## config.mk

```make
export PLATFORM = sky130hd
export DESIGN_NAME = if_fetch_unit_flat
export DESIGN_NICKNAME = d
export VERILOG_FILES = /design/src/rtl/if_fetch_unit_if.sv /design/src/rtl/if_fetch_unit.sv /design/src/flat_wrapper.sv
export SDC_FILE = /design/constraint.sdc
export NUM_CORES = 1
export LEC_CHECK = 0
export BUFFER_PORTS_ARGS = -buffer_cell sky130_fd_sc_hd__buf_2
export CORE_MARGIN = 4
export CORE_UTILIZATION = 53
export CTS_BUF_LIST = sky130_fd_sc_hd__clkbuf_8
export DETAILED_ROUTE_END_ITERATION = 7
export GPL_TIMING_DRIVEN = 0
export HOLD_SLACK_MARGIN = 0.06
export PLACE_DENSITY = 0.78
export SETUP_SLACK_MARGIN = 0.05
export SLEW_MARGIN = 5
export SYNTH_ARGS = -nofsm -noshare
export SYNTH_HDL_FRONTEND = slang
export SYNTH_SLANG_ARGS = --single-unit
```

## constraint.sdc

```tcl
create_clock -name clk -period 7 [get_ports clk]
set_input_delay 0 -clock clk [delete_from_list [all_inputs] [get_ports clk]]
set_output_delay 0 -clock clk [all_outputs]
set_load 0.005 [all_outputs]
```

## src/rtl/if_fetch_unit_if.sv

```systemverilog
// ---------------------------------------------------------------------------
// if_fetch_unit_if
// Instruction-memory fetch bus: request/grant plus read-data/valid return.
// One outstanding request at a time; the fetch unit is the master.
//
// Signals:
//   imem_req     master -> slave  fetch request valid
//   imem_addr    master -> slave  word-aligned fetch address
//   imem_gnt     slave  -> master request accepted this cycle
//   imem_rvalid  slave  -> master read data valid
//   imem_rdata   slave  -> master fetched instruction word
// ---------------------------------------------------------------------------
interface if_fetch_unit_if #(
  parameter int WORD_LEN = 32
) ();

  logic                imem_req;
  logic [WORD_LEN-1:0] imem_addr;
  logic                imem_gnt;
  logic                imem_rvalid;
  logic [WORD_LEN-1:0] imem_rdata;

  modport master (
    output imem_req,
    output imem_addr,
    input  imem_gnt,
    input  imem_rvalid,
    input  imem_rdata
  );

  modport slave (
    input  imem_req,
    input  imem_addr,
    output imem_gnt,
    output imem_rvalid,
    output imem_rdata
  );

endinterface

```

## src/rtl/if_fetch_unit.sv

```systemverilog
// ---------------------------------------------------------------------------
// if_fetch_unit
// Instruction-fetch stage, producer end of the IF/ID interface. Issues word
// fetches over a req/gnt/rvalid bus (one outstanding request), buffers the
// returned words in a small prefetch FIFO and drives the registered IF/ID
// outputs, honouring decode stalls and taken-branch redirects.
//
// Parameters:
//   WORD_LEN    instruction/address width
//   FIFO_DEPTH  prefetch FIFO entries (power of two, >= 2)
//   RESET_PC    first fetch address after reset
//
// Ports:
//   clk, rst             clock (rising edge), asynchronous active-high reset
//   hazard_detected_in   decode stall: hold IF/ID outputs, no FIFO pop
//   br_taken_in          taken branch resolved in decode this cycle
//   br_target_in         redirect address (low two bits ignored)
//   imem                 fetch bus, master side (see if_fetch_unit_if)
//   instruction_out      IF/ID instruction (0 = bubble)
//   pc_plus4_out         address of instruction_out + 4
//   valid_out            instruction_out is a real fetched instruction
//
// Optional feature (define IF_PERF_CNT_EN):
//   stall_cnt_out        saturating count of stall cycles (hazard, no branch)
//   flush_cnt_out        saturating count of branch-redirect cycles
// ---------------------------------------------------------------------------
module if_fetch_unit #(
  parameter int                  WORD_LEN   = 32,
  parameter int                  FIFO_DEPTH = 2,
  parameter logic [WORD_LEN-1:0] RESET_PC   = '0
) (
  input  logic                clk,
  input  logic                rst,
  input  logic                hazard_detected_in,
  input  logic                br_taken_in,
  input  logic [WORD_LEN-1:0] br_target_in,
  if_fetch_unit_if.master     imem,
  output logic [WORD_LEN-1:0] instruction_out,
  output logic [WORD_LEN-1:0] pc_plus4_out,
  output logic                valid_out
`ifdef IF_PERF_CNT_EN
  ,
  output logic [31:0]         stall_cnt_out,
  output logic [31:0]         flush_cnt_out
`endif
);

  localparam int PTR_W = (FIFO_DEPTH > 1) ? $clog2(FIFO_DEPTH) : 1;
  localparam int CNT_W = PTR_W + 1;
  localparam logic [WORD_LEN-1:0] ALIGN_MASK = {{(WORD_LEN-2){1'b1}}, 2'b00};
  localparam logic [WORD_LEN-1:0] PC_STEP    = WORD_LEN'(4);

  typedef enum logic [1:0] {
    S_IDLE,
    S_WAIT,
    S_DISCARD
  } state_t;

  state_t              state_q, state_d;
  logic [WORD_LEN-1:0] fetch_pc_q, fetch_pc_d;
  logic [WORD_LEN-1:0] req_addr_q, req_addr_d;

  logic [WORD_LEN-1:0] fifo_instr_q [FIFO_DEPTH];
  logic [WORD_LEN-1:0] fifo_instr_d [FIFO_DEPTH];
  logic [WORD_LEN-1:0] fifo_pc4_q   [FIFO_DEPTH];
  logic [WORD_LEN-1:0] fifo_pc4_d   [FIFO_DEPTH];
  logic [PTR_W-1:0]    wr_ptr_q, wr_ptr_d;
  logic [PTR_W-1:0]    rd_ptr_q, rd_ptr_d;
  logic [CNT_W-1:0]    count_q, count_d;

  logic [WORD_LEN-1:0] instr_q, instr_d;
  logic [WORD_LEN-1:0] pc4_q, pc4_d;
  logic                valid_q, valid_d;

  logic pending;
  logic req;
  logic fire;
  logic push;
  logic pop;

  // Only request when the word is guaranteed a FIFO slot (buffered plus
  // in-flight below capacity), so the FIFO can never overflow. A redirect
  // this cycle suppresses the request since its address is already stale.
  // Request is forced low while reset is held.
  assign pending = (state_q == S_WAIT);
  assign req     = !rst && (state_q == S_IDLE) && !br_taken_in &&
                   ((count_q + CNT_W'(pending)) < CNT_W'(FIFO_DEPTH));
  assign fire    = req && imem.imem_gnt;
  assign push    = (state_q == S_WAIT) && imem.imem_rvalid && !br_taken_in;
  assign pop     = !br_taken_in && !hazard_detected_in && (count_q != '0);

  assign imem.imem_req  = req;
  assign imem.imem_addr = fetch_pc_q & ALIGN_MASK;

  assign instruction_out = instr_q;
  assign pc_plus4_out    = pc4_q;
  assign valid_out       = valid_q;

  // Fetch FSM and fetch address. A redirect always reloads fetch_pc; a
  // response still in flight at that point is routed to DISCARD so it is
  // swallowed instead of entering the FIFO.
  always_comb begin
    state_d    = state_q;
    fetch_pc_d = fetch_pc_q;
    req_addr_d = req_addr_q;

    unique case (state_q)
      S_IDLE: begin
        if (br_taken_in) begin
          if (imem.imem_gnt) begin
            state_d = S_DISCARD;
          end
        end else if (fire) begin
          state_d    = S_WAIT;
          req_addr_d = fetch_pc_q;
          fetch_pc_d = fetch_pc_q + PC_STEP;
        end
      end
      S_WAIT: begin
        if (imem.imem_rvalid) begin
          state_d = S_IDLE;
        end else if (br_taken_in) begin
          state_d = S_DISCARD;
        end
      end
      S_DISCARD: begin
        if (imem.imem_rvalid) begin
          state_d = S_IDLE;
        end
      end
      default: begin
        state_d = S_IDLE;
      end
    endcase

    if (br_taken_in) begin
      fetch_pc_d = br_target_in & ALIGN_MASK;
    end
  end

  // Prefetch FIFO and IF/ID register. Pop reads the pre-edge head, so a word
  // pushed this cycle reaches the outputs one cycle later at the earliest.
  // Stalls freeze the outputs but still let returning data be buffered.
  always_comb begin
    fifo_instr_d = fifo_instr_q;
    fifo_pc4_d   = fifo_pc4_q;
    wr_ptr_d     = wr_ptr_q;
    rd_ptr_d     = rd_ptr_q;
    count_d      = count_q;
    instr_d      = instr_q;
    pc4_d        = pc4_q;
    valid_d      = valid_q;

    if (br_taken_in) begin
      wr_ptr_d = '0;
      rd_ptr_d = '0;
      count_d  = '0;
      instr_d  = '0;
      valid_d  = 1'b0;
    end else begin
      if (push) begin
        fifo_instr_d[wr_ptr_q] = imem.imem_rdata;
        fifo_pc4_d[wr_ptr_q]   = req_addr_q + PC_STEP;
        wr_ptr_d               = wr_ptr_q + PTR_W'(1);
      end
      if (!hazard_detected_in) begin
        if (pop) begin
          instr_d  = fifo_instr_q[rd_ptr_q];
          pc4_d    = fifo_pc4_q[rd_ptr_q];
          valid_d  = 1'b1;
          rd_ptr_d = rd_ptr_q + PTR_W'(1);
        end else begin
          instr_d = '0;
          valid_d = 1'b0;
        end
      end
      count_d = count_q + CNT_W'(push) - CNT_W'(pop);
    end
  end

  // State registers.
  always_ff @(posedge clk or posedge rst) begin
    if (rst) begin
      state_q    <= S_IDLE;
      fetch_pc_q <= RESET_PC & ALIGN_MASK;
      req_addr_q <= '0;
      wr_ptr_q   <= '0;
      rd_ptr_q   <= '0;
      count_q    <= '0;
      instr_q    <= '0;
      pc4_q      <= '0;
      valid_q    <= 1'b0;
      for (int i = 0; i < FIFO_DEPTH; i++) begin
        fifo_instr_q[i] <= '0;
        fifo_pc4_q[i]   <= '0;
      end
    end else begin
      state_q      <= state_d;
      fetch_pc_q   <= fetch_pc_d;
      req_addr_q   <= req_addr_d;
      wr_ptr_q     <= wr_ptr_d;
      rd_ptr_q     <= rd_ptr_d;
      count_q      <= count_d;
      instr_q      <= instr_d;
      pc4_q        <= pc4_d;
      valid_q      <= valid_d;
      fifo_instr_q <= fifo_instr_d;
      fifo_pc4_q   <= fifo_pc4_d;
    end
  end

`ifdef IF_PERF_CNT_EN
  logic [31:0] stall_cnt_q, stall_cnt_d;
  logic [31:0] flush_cnt_q, flush_cnt_d;

  // Saturating event counters; a branch cycle counts as a flush, never a stall.
  always_comb begin
    stall_cnt_d = stall_cnt_q;
    flush_cnt_d = flush_cnt_q;
    if (hazard_detected_in && !br_taken_in && (stall_cnt_q != '1)) begin
      stall_cnt_d = stall_cnt_q + 32'd1;
    end
    if (br_taken_in && (flush_cnt_q != '1)) begin
      flush_cnt_d = flush_cnt_q + 32'd1;
    end
  end

  always_ff @(posedge clk or posedge rst) begin
    if (rst) begin
      stall_cnt_q <= '0;
      flush_cnt_q <= '0;
    end else begin
      stall_cnt_q <= stall_cnt_d;
      flush_cnt_q <= flush_cnt_d;
    end
  end

  assign stall_cnt_out = stall_cnt_q;
  assign flush_cnt_out = flush_cnt_q;
`endif

endmodule

```

## src/flat_wrapper.sv

```systemverilog
// flat-port wrapper written by rule: the top's interface ports become plain ports
module if_fetch_unit_flat 
#(
  parameter int                  WORD_LEN   = 32,
  parameter int                  FIFO_DEPTH = 2,
  parameter logic [WORD_LEN-1:0] RESET_PC   = '0
)
  (clk, rst, hazard_detected_in, br_taken_in, br_target_in, instruction_out, pc_plus4_out, valid_out, imem_imem_req, imem_imem_addr, imem_imem_gnt, imem_imem_rvalid, imem_imem_rdata);
  if_fetch_unit_if #(.WORD_LEN(WORD_LEN)) imem_i ();
  input  logic clk;
  input  logic rst;
  input  logic hazard_detected_in;
  input  logic br_taken_in;
  input  logic [WORD_LEN-1:0] br_target_in;
  output logic [WORD_LEN-1:0] instruction_out;
  output logic [WORD_LEN-1:0] pc_plus4_out;
  output logic valid_out;
  output wire logic [$bits(imem_i.imem_req)-1:0] imem_imem_req;
  output wire logic [$bits(imem_i.imem_addr)-1:0] imem_imem_addr;
  input wire logic [$bits(imem_i.imem_gnt)-1:0] imem_imem_gnt;
  input wire logic [$bits(imem_i.imem_rvalid)-1:0] imem_imem_rvalid;
  input wire logic [$bits(imem_i.imem_rdata)-1:0] imem_imem_rdata;
  assign imem_imem_req = imem_i.imem_req;
  assign imem_imem_addr = imem_i.imem_addr;
  assign imem_i.imem_gnt = imem_imem_gnt;
  assign imem_i.imem_rvalid = imem_imem_rvalid;
  assign imem_i.imem_rdata = imem_imem_rdata;
  if_fetch_unit #(.WORD_LEN(WORD_LEN), .FIFO_DEPTH(FIFO_DEPTH), .RESET_PC(RESET_PC)) u_core (.clk(clk), .rst(rst), .hazard_detected_in(hazard_detected_in), .br_taken_in(br_taken_in), .br_target_in(br_target_in), .imem(imem_i), .instruction_out(instruction_out), .pc_plus4_out(pc_plus4_out), .valid_out(valid_out));
endmodule
```

==> impl_metrics.env, run 1 <==
export IMPL_status="complete, no violations"
export IMPL_final_cell_mix="nand2_1, dfrtp_1, buf_2"
export IMPL_fin_skew_ns=0.02134
export IMPL_setup_viol=0
export IMPL_cp_start_kind="register"
export IMPL_fill_cells=1635
export IMPL_grt_max_degree=43
export IMPL_hold_violations=0
export IMPL_syn_area_sq_um=11350
export IMPL_fin_crit_sh_pct=44.29
export IMPL_grtUsageTotal_pct=25.44
export IMPL_ys_warn_count=0
export IMPL_wirelength_um=30250
export IMPL_htree_num_levels=2
export IMPL_ios=168
export IMPL_clockBufferDepth=3
export IMPL_cts_tree="done"
export IMPL_finalSetupTns_ns=0
export IMPL_drt_iter0_markers=574
export IMPL_areaGrowthSynthToFinish_pct=25.38
export IMPL_ys_async_sr_fraction_pct=100.0
export IMPL_end_kind="register"
export IMPL_initial_core_util_pct=53.97
export IMPL_relSlewSlack_pct=43.37
export IMPL_synth_ff_type="dfrtp_1"
export IMPL_max_freq_ghz=0.3226
export IMPL_cp_arrival_ns=3.49
export IMPL_seq_area_frac_synth_pct=55.80
export IMPL_drc=0
export IMPL_min_period_ns=3.100
export IMPL_grt_pass1_wl_um=49910
export IMPL_cts_root_buf="clkbuf_8"
export IMPL_vias_per_cell=5.588
export IMPL_r2r_start="u_core.count_q[1]"
export IMPL_synth_seq_cells=253
export IMPL_p_per_area_nw_per_um2=277.1
export IMPL_final_common_cell="nand2_1"
export IMPL_worstPathRequired_ns=7.39
export IMPL_firstDrtPassIters=5
export IMPL_total_power_mw=3.942
export IMPL_synth_cells=1168
export IMPL_clock_sinks=253
export IMPL_rsz0062_at_grt="no"
export IMPL_clock_latency_ns=0.55
export IMPL_nets=1524
export IMPL_rrSetupSlack_ns=3.90
export IMPL_io_buffer_count=161
export IMPL_synth_cell_types=49
export IMPL_clkTransAtPathRegs_ns=0.07
export IMPL_wl_per_cell_um=17.20
export IMPL_antenna_found_initial=0
export IMPL_die_w_um=154.3
export IMPL_antenna_left=0
export IMPL_dieArea_sq_um=23810
export IMPL_core_sq_um=21020
export IMPL_gp_congestion=0.9014
export IMPL_rr_worst_depth=9
export IMPL_post_cts_resized=0
export IMPL_grt_pass1_vias=9931
export IMPL_worst_pin_slew_ns=0.8495
export IMPL_crit_type="register to register"
export IMPL_leakage_nw=6.632
export IMPL_rows=53
export IMPL_hold_class="input port to asynchronous set/reset pin"
export IMPL_cap_violations=0
export IMPL_drive_gt1_share_pct=18.60
export IMPL_overflow=0
export IMPL_post_dp_hpwl_um=20880
export IMPL_numCtsBuffers=42
export IMPL_critPathMaxFanout=10
export IMPL_drv_slew=0
export IMPL_r2r_end="u_core.count_q[1]"
export IMPL_die_y_um=154.3
export IMPL_via_count=9829
export IMPL_synth_avg_cell_area_sq_um=9.714
export IMPL_ir_worst_vdd_v=0.0001389
export IMPL_synth_edff_count=0
export IMPL_diodes=0
-- Yosys cell counts, types with 17 or more instances --
library cell | n | area share, %
nor2_1 | 49 | 1.6
nand4_1 | 20 | 1.1
or4_1 | 26 | 1.7
mux2i_1 | 64 | 5.6
nand2_1 | 333 | 11
a31oi_1 | 35 | 1.9
o31ai_1 | 17 | 1.1
nand3_1 | 32 | 1.4
dfrtp_1 | 253 | 56
mux2_2 | 26 | 2.6
clkbuf_1 | 56 | 1.9
o21ai_0 | 109 | 4.8
-- sequential cells by signal (all words and copies together) (netlist names) --
register,flops
u_core.state_q,2
u_core.fetch_pc_q,30
u_core.count_q,2
u_core.instruction_out,32
u_core.wr_ptr_q,1
u_core.pc_plus4_out,30
u_core.req_addr_q,30
u_core.fifo_pc4_q,60
u_core.fifo_instr_q,64
u_core.valid_out,1
u_core.rd_ptr_q,1
-- through the flow --
| stage | util [%] | instances | worst slack [ns] | hold slack [ns] | area [sq um] |
|---|---|---|---|---|---|
| 3_5_place_dp | 60.09 | 1613 | 3.938 | 0.1777 | 12630 |
| 5_1_grt | 67.67 | 1759 | 3.672 | 0.1406 | 14220 |
| 6_report | 67.67 | 1759 | 3.900 | 0.1379 | 14220 |
| 3_3_place_gp | 59.51 | 1607 | 2.257 | 0.2067 | 12510 |
| 4_1_cts | 67.67 | 1759 | 3.907 | 0.1068 | 14220 |
| 2_1_floorplan | - | 1171 | 3.670 | 0.03397 | 11360 |
-- metal layers --
metal | share of wire (%) | wire [um] | track usage, % | vias up
li1 | - | - | - | 4629
met1 | 43 | 13070 | 35.22 | 4728
met2 | 47 | 14250 | 41.64 | 406
met3 | 7.2 | 2191 | 4.225 | 66
met4 | 2.5 | 747 | 7.738 | 0
met5 | 0 | 0 | 0 | -
-- power breakdown --
group	leakage [nW]	switching [mW]	internal, mW
clock network	0.513	0.593	0.763
registers	3.31	0.221	1.72
logic	2.81	0.342	0.306
-- area by class of cell --
| cell class | instances | area [sq um] | share of cell area [%] |
|---|---|---|---|
| well taps | 275 | 344.1 | 2.419 |
| clock buffers | 60 | 825.8 | 5.805 |
| inverters | 14 | 56.30 | 0.3958 |
| multi-input cells | 830 | 4662 | 32.77 |
| plain buffers | 74 | 311.5 | 2.190 |
| repair buffers | 235 | 1607 | 11.29 |
| flip-flops and latches | 253 | 6331 | 44.51 |
| clock inverters | 18 | 87.58 | 0.6157 |
-- how the worst max path moves through the flow --
| stage | from | depth (start not counted) | to | slack, ns |
|---|---|---|---|---|
| after floorplan | rst | 1 | u_core.count_q[0] | 3.67 |
| after global placement | rst | 2 | u_core.instruction_out[0] | 2.26 |
| after detailed placement | u_core.count_q[1] | 9 | u_core.count_q[1] | 3.94 |
| after CTS | u_core.count_q[1] | 9 | u_core.count_q[1] | 3.91 |
| after global routing | u_core.count_q[1] | 9 | u_core.count_q[1] | 3.67 |
| final | u_core.count_q[1] | 9 | u_core.count_q[1] | 3.90 |
-- logic make-up after synthesis --
kind of cell	Yosys count	synth area share [%]
adder cells (fa/ha/maj)	4	0.4411
flip-flops	253	55.80
AND/OR/NAND/NOR	515	20.46
other	1	0.03305
multiplexers	90	8.227
XOR/XNOR	25	1.930
AO/OA/AOI/OAI	192	9.903
buffers and inverters	88	3.209
-- worst max-delay path, cell delays in order, from the launching register on --
cell and delay [ns]:
dfrtp_1 0.45, o21ai_1 0.62, clkbuf_1 0.42, clkbuf_1 0.53, inv_1 0.13, ha_1 0.31
inv_1 0.04, ha_1 0.18, xnor2_1 0.22, nor2_1 0.07
-- repair_timing --
action                                 in CTS  in global routing
buffers inserted                            0                  0
hold buffers                               68                  0
endpoints found under the hold margin     172                  0
(Power assumes the default switching activity.)
==> run 2, diff against run 1 <==
- CORE_UTILIZATION: 53 -> 59
- PLACE_DENSITY: 0.78 -> 0.82
- clock period: 7 -> 2.9 ns (I/O delays scaled with it)
==> impl_metrics.env, run 2 (same netlist as run 1, synthesis figures left out) <==
export IMPL_status="complete, no violations"
export IMPL_place_ws_ns=0.09469
export IMPL_design_area_sq_um=14170
export IMPL_grt_pass1_wl_um=50330
export IMPL_min_period_ns=2.703
export IMPL_clkTransAtPathRegs_ns=0.06
export IMPL_drive_gt1_share_pct=18.14
export IMPL_internal_power_mw=6.561
export IMPL_htree_num_levels=2
export IMPL_rsz0062_at_grt="no"
export IMPL_fin_crit_sh_pct=93.19
export IMPL_cp_start_kind="register"
export IMPL_initial_core_util_pct=60.25
export IMPL_vias_per_cell=5.725
export IMPL_cts_tree="done"
export IMPL_diodes=0
export IMPL_drv_slew=0
export IMPL_total_power_mw=9.309
export IMPL_fill_cells=1256
export IMPL_clockBufferDepth=3
export IMPL_wl_per_cell_um=17.31
export IMPL_ios=168
export IMPL_setup_ws_ns=0.1974
export IMPL_rows=50
export IMPL_overflow=0
export IMPL_drt_iter0_markers=556
export IMPL_crit_type="register to register"
export IMPL_drc=0
export IMPL_hold_violations=0
export IMPL_io_buffer_count=161
export IMPL_worstPathRequired_ns=3.38
export IMPL_leakage_nw=6.632
export IMPL_end_kind="register"
export IMPL_layoutNonFillerInstCount=1743
export IMPL_clkPwrFrac_pct=33.1
export IMPL_clock_sinks=253
export IMPL_p_seq_share_pct=50.2
export IMPL_antenna_found_initial=1
export IMPL_setup_viol=0
export IMPL_seq_area_sq_um=6331
export IMPL_cp_arrival_ns=3.18
export IMPL_startpoint="u_core.count_q[1]"
export IMPL_post_dp_hpwl_um=20320
export IMPL_timing_hold_ws_ns=0.1176
export IMPL_die_y_um=146.7
export IMPL_areaGrowthSynthToFinish_pct=24.91
export IMPL_fin_skew_ns=0.02528
export IMPL_die_w_um=146.7
export IMPL_switching_share_pct=29.53
export IMPL_relSlewSlack_pct=44.72
export IMPL_largest_register="u_core.fifo_instr_q"
export IMPL_worstHoldStart="hazard_detected_in"
export IMPL_antenna_left=0
export IMPL_gp_congestion=0.8963
export IMPL_grt_max_degree=43
export IMPL_dieArea_sq_um=21510
export IMPL_core_sq_um=18830
export IMPL_wirelength_um=30180
export IMPL_dpl_cell_count=1599
export IMPL_numCtsBuffers=42
export IMPL_largest_reg_flops=64
export IMPL_ir_worst_vdd_v=0.0003534
export IMPL_p_per_area_nw_per_um2=656.9
export IMPL_nets=1528
export IMPL_hold_class="input port to register"
export IMPL_cap_violations=0
export IMPL_via_count=9978
export IMPL_place_area_sq_um=12630
export IMPL_critPathMaxFanout=10
export IMPL_worst_pin_slew_ns=0.8292
export IMPL_firstDrtPassIters=5
export IMPL_final_cell_mix="nand2_1, dfrtp_1, buf_2"
export IMPL_cts_root_buf="clkbuf_8"
export IMPL_r2r_start="u_core.count_q[1]"
export IMPL_multi_input_area_sq_um=4672
export IMPL_power_frac_comb_pct=16.7
export IMPL_final_common_cell="nand2_1"
export IMPL_grtUsageTotal_pct=28.27
export IMPL_max_freq_ghz=0.3700
export IMPL_clock_latency_ns=0.55
export IMPL_p_sw_mw=2.749
export IMPL_grt_pass1_vias=10343
==> run 2: cell count changes in the layout (fill, tap and decap cells not counted), sizes merged <==
cell         previous run  this run
clkinv                  7         2
buf                   185       188
bufinv                  0         1
inv                    23        32
dlygate4sd3            68        69
clkbuf                116       107
clkinvlp                2         1
==> run 2: through the flow <==
stage / utilization, % / TNS, ns
2_1_floorplan: - / -108.70
3_3_place_gp: 66.34 / -454.69
3_5_place_dp: 67.08 / 0
4_1_cts: 75.14 / 0
5_1_grt: 75.26 / 0
6_report: 75.26 / 0
==> run 2: what timing repair did <==
action                                 CTS  global route
resized for setup                        1             3
setup endpoints to repair                1             4
endpoints found under the hold margin  196             0
setup buffers                            0             2
hold buffers                            69             0
pin swaps                                0             1
==> run 2: cell type report <==
type	count	share of cell area, %
Buffer	74	2.207
Clock buffer	51	4.953
Clock inverter	22	0.8564
Inverter	14	0.3973
Multi-Input combinational cell	830	32.97
Sequential cell	253	44.67
Tap cell	260	2.295
Timing Repair Buffer	239	11.65
==> run 2: per-layer routing <==
layer | track usage [%] | routed length [um]
met1 | 38.10 | 12250
met2 | 46.44 | 14460
met3 | 4.966 | 2642
met4 | 10.25 | 803
met5 | 0 | 12
==> run 2: power by group through the flow <==
stage               combinational (mW)  clock, mW  sequential (mW)
global placement                  1.38          0             4.68
detailed placement                1.46          0             4.71
finish                            1.56       3.08             4.68
CTS                               1.56       3.10             4.66
global route                      1.76       3.28             4.76
floorplan                        0.977          0             4.59
==> run 2: worst max-delay path: stages (launching register included) <==
cell	delay, ns
dfrtp_1	0.46
nor4b_1	0.43
buf_2	0.31
nand4_1	0.27
or4_1	0.55
nand3_1	0.07
dlygate4sd3_1	0.53
==> run 2: final timing paths <==
path,cells after the start,end,slack [ns]
setup / recovery,6,u_core.fetch_pc_q[28],0.20
hold / removal,5,u_core.instruction_out[30],0.12
setup reg to reg,6,u_core.fetch_pc_q[28],0.20
hold reg to reg,2,u_core.fifo_instr_q[59],0.47
max in group asynchronous,7,u_core.instruction_out[21],1.30
min in group asynchronous,4,u_core.fetch_pc_q[17],0.62
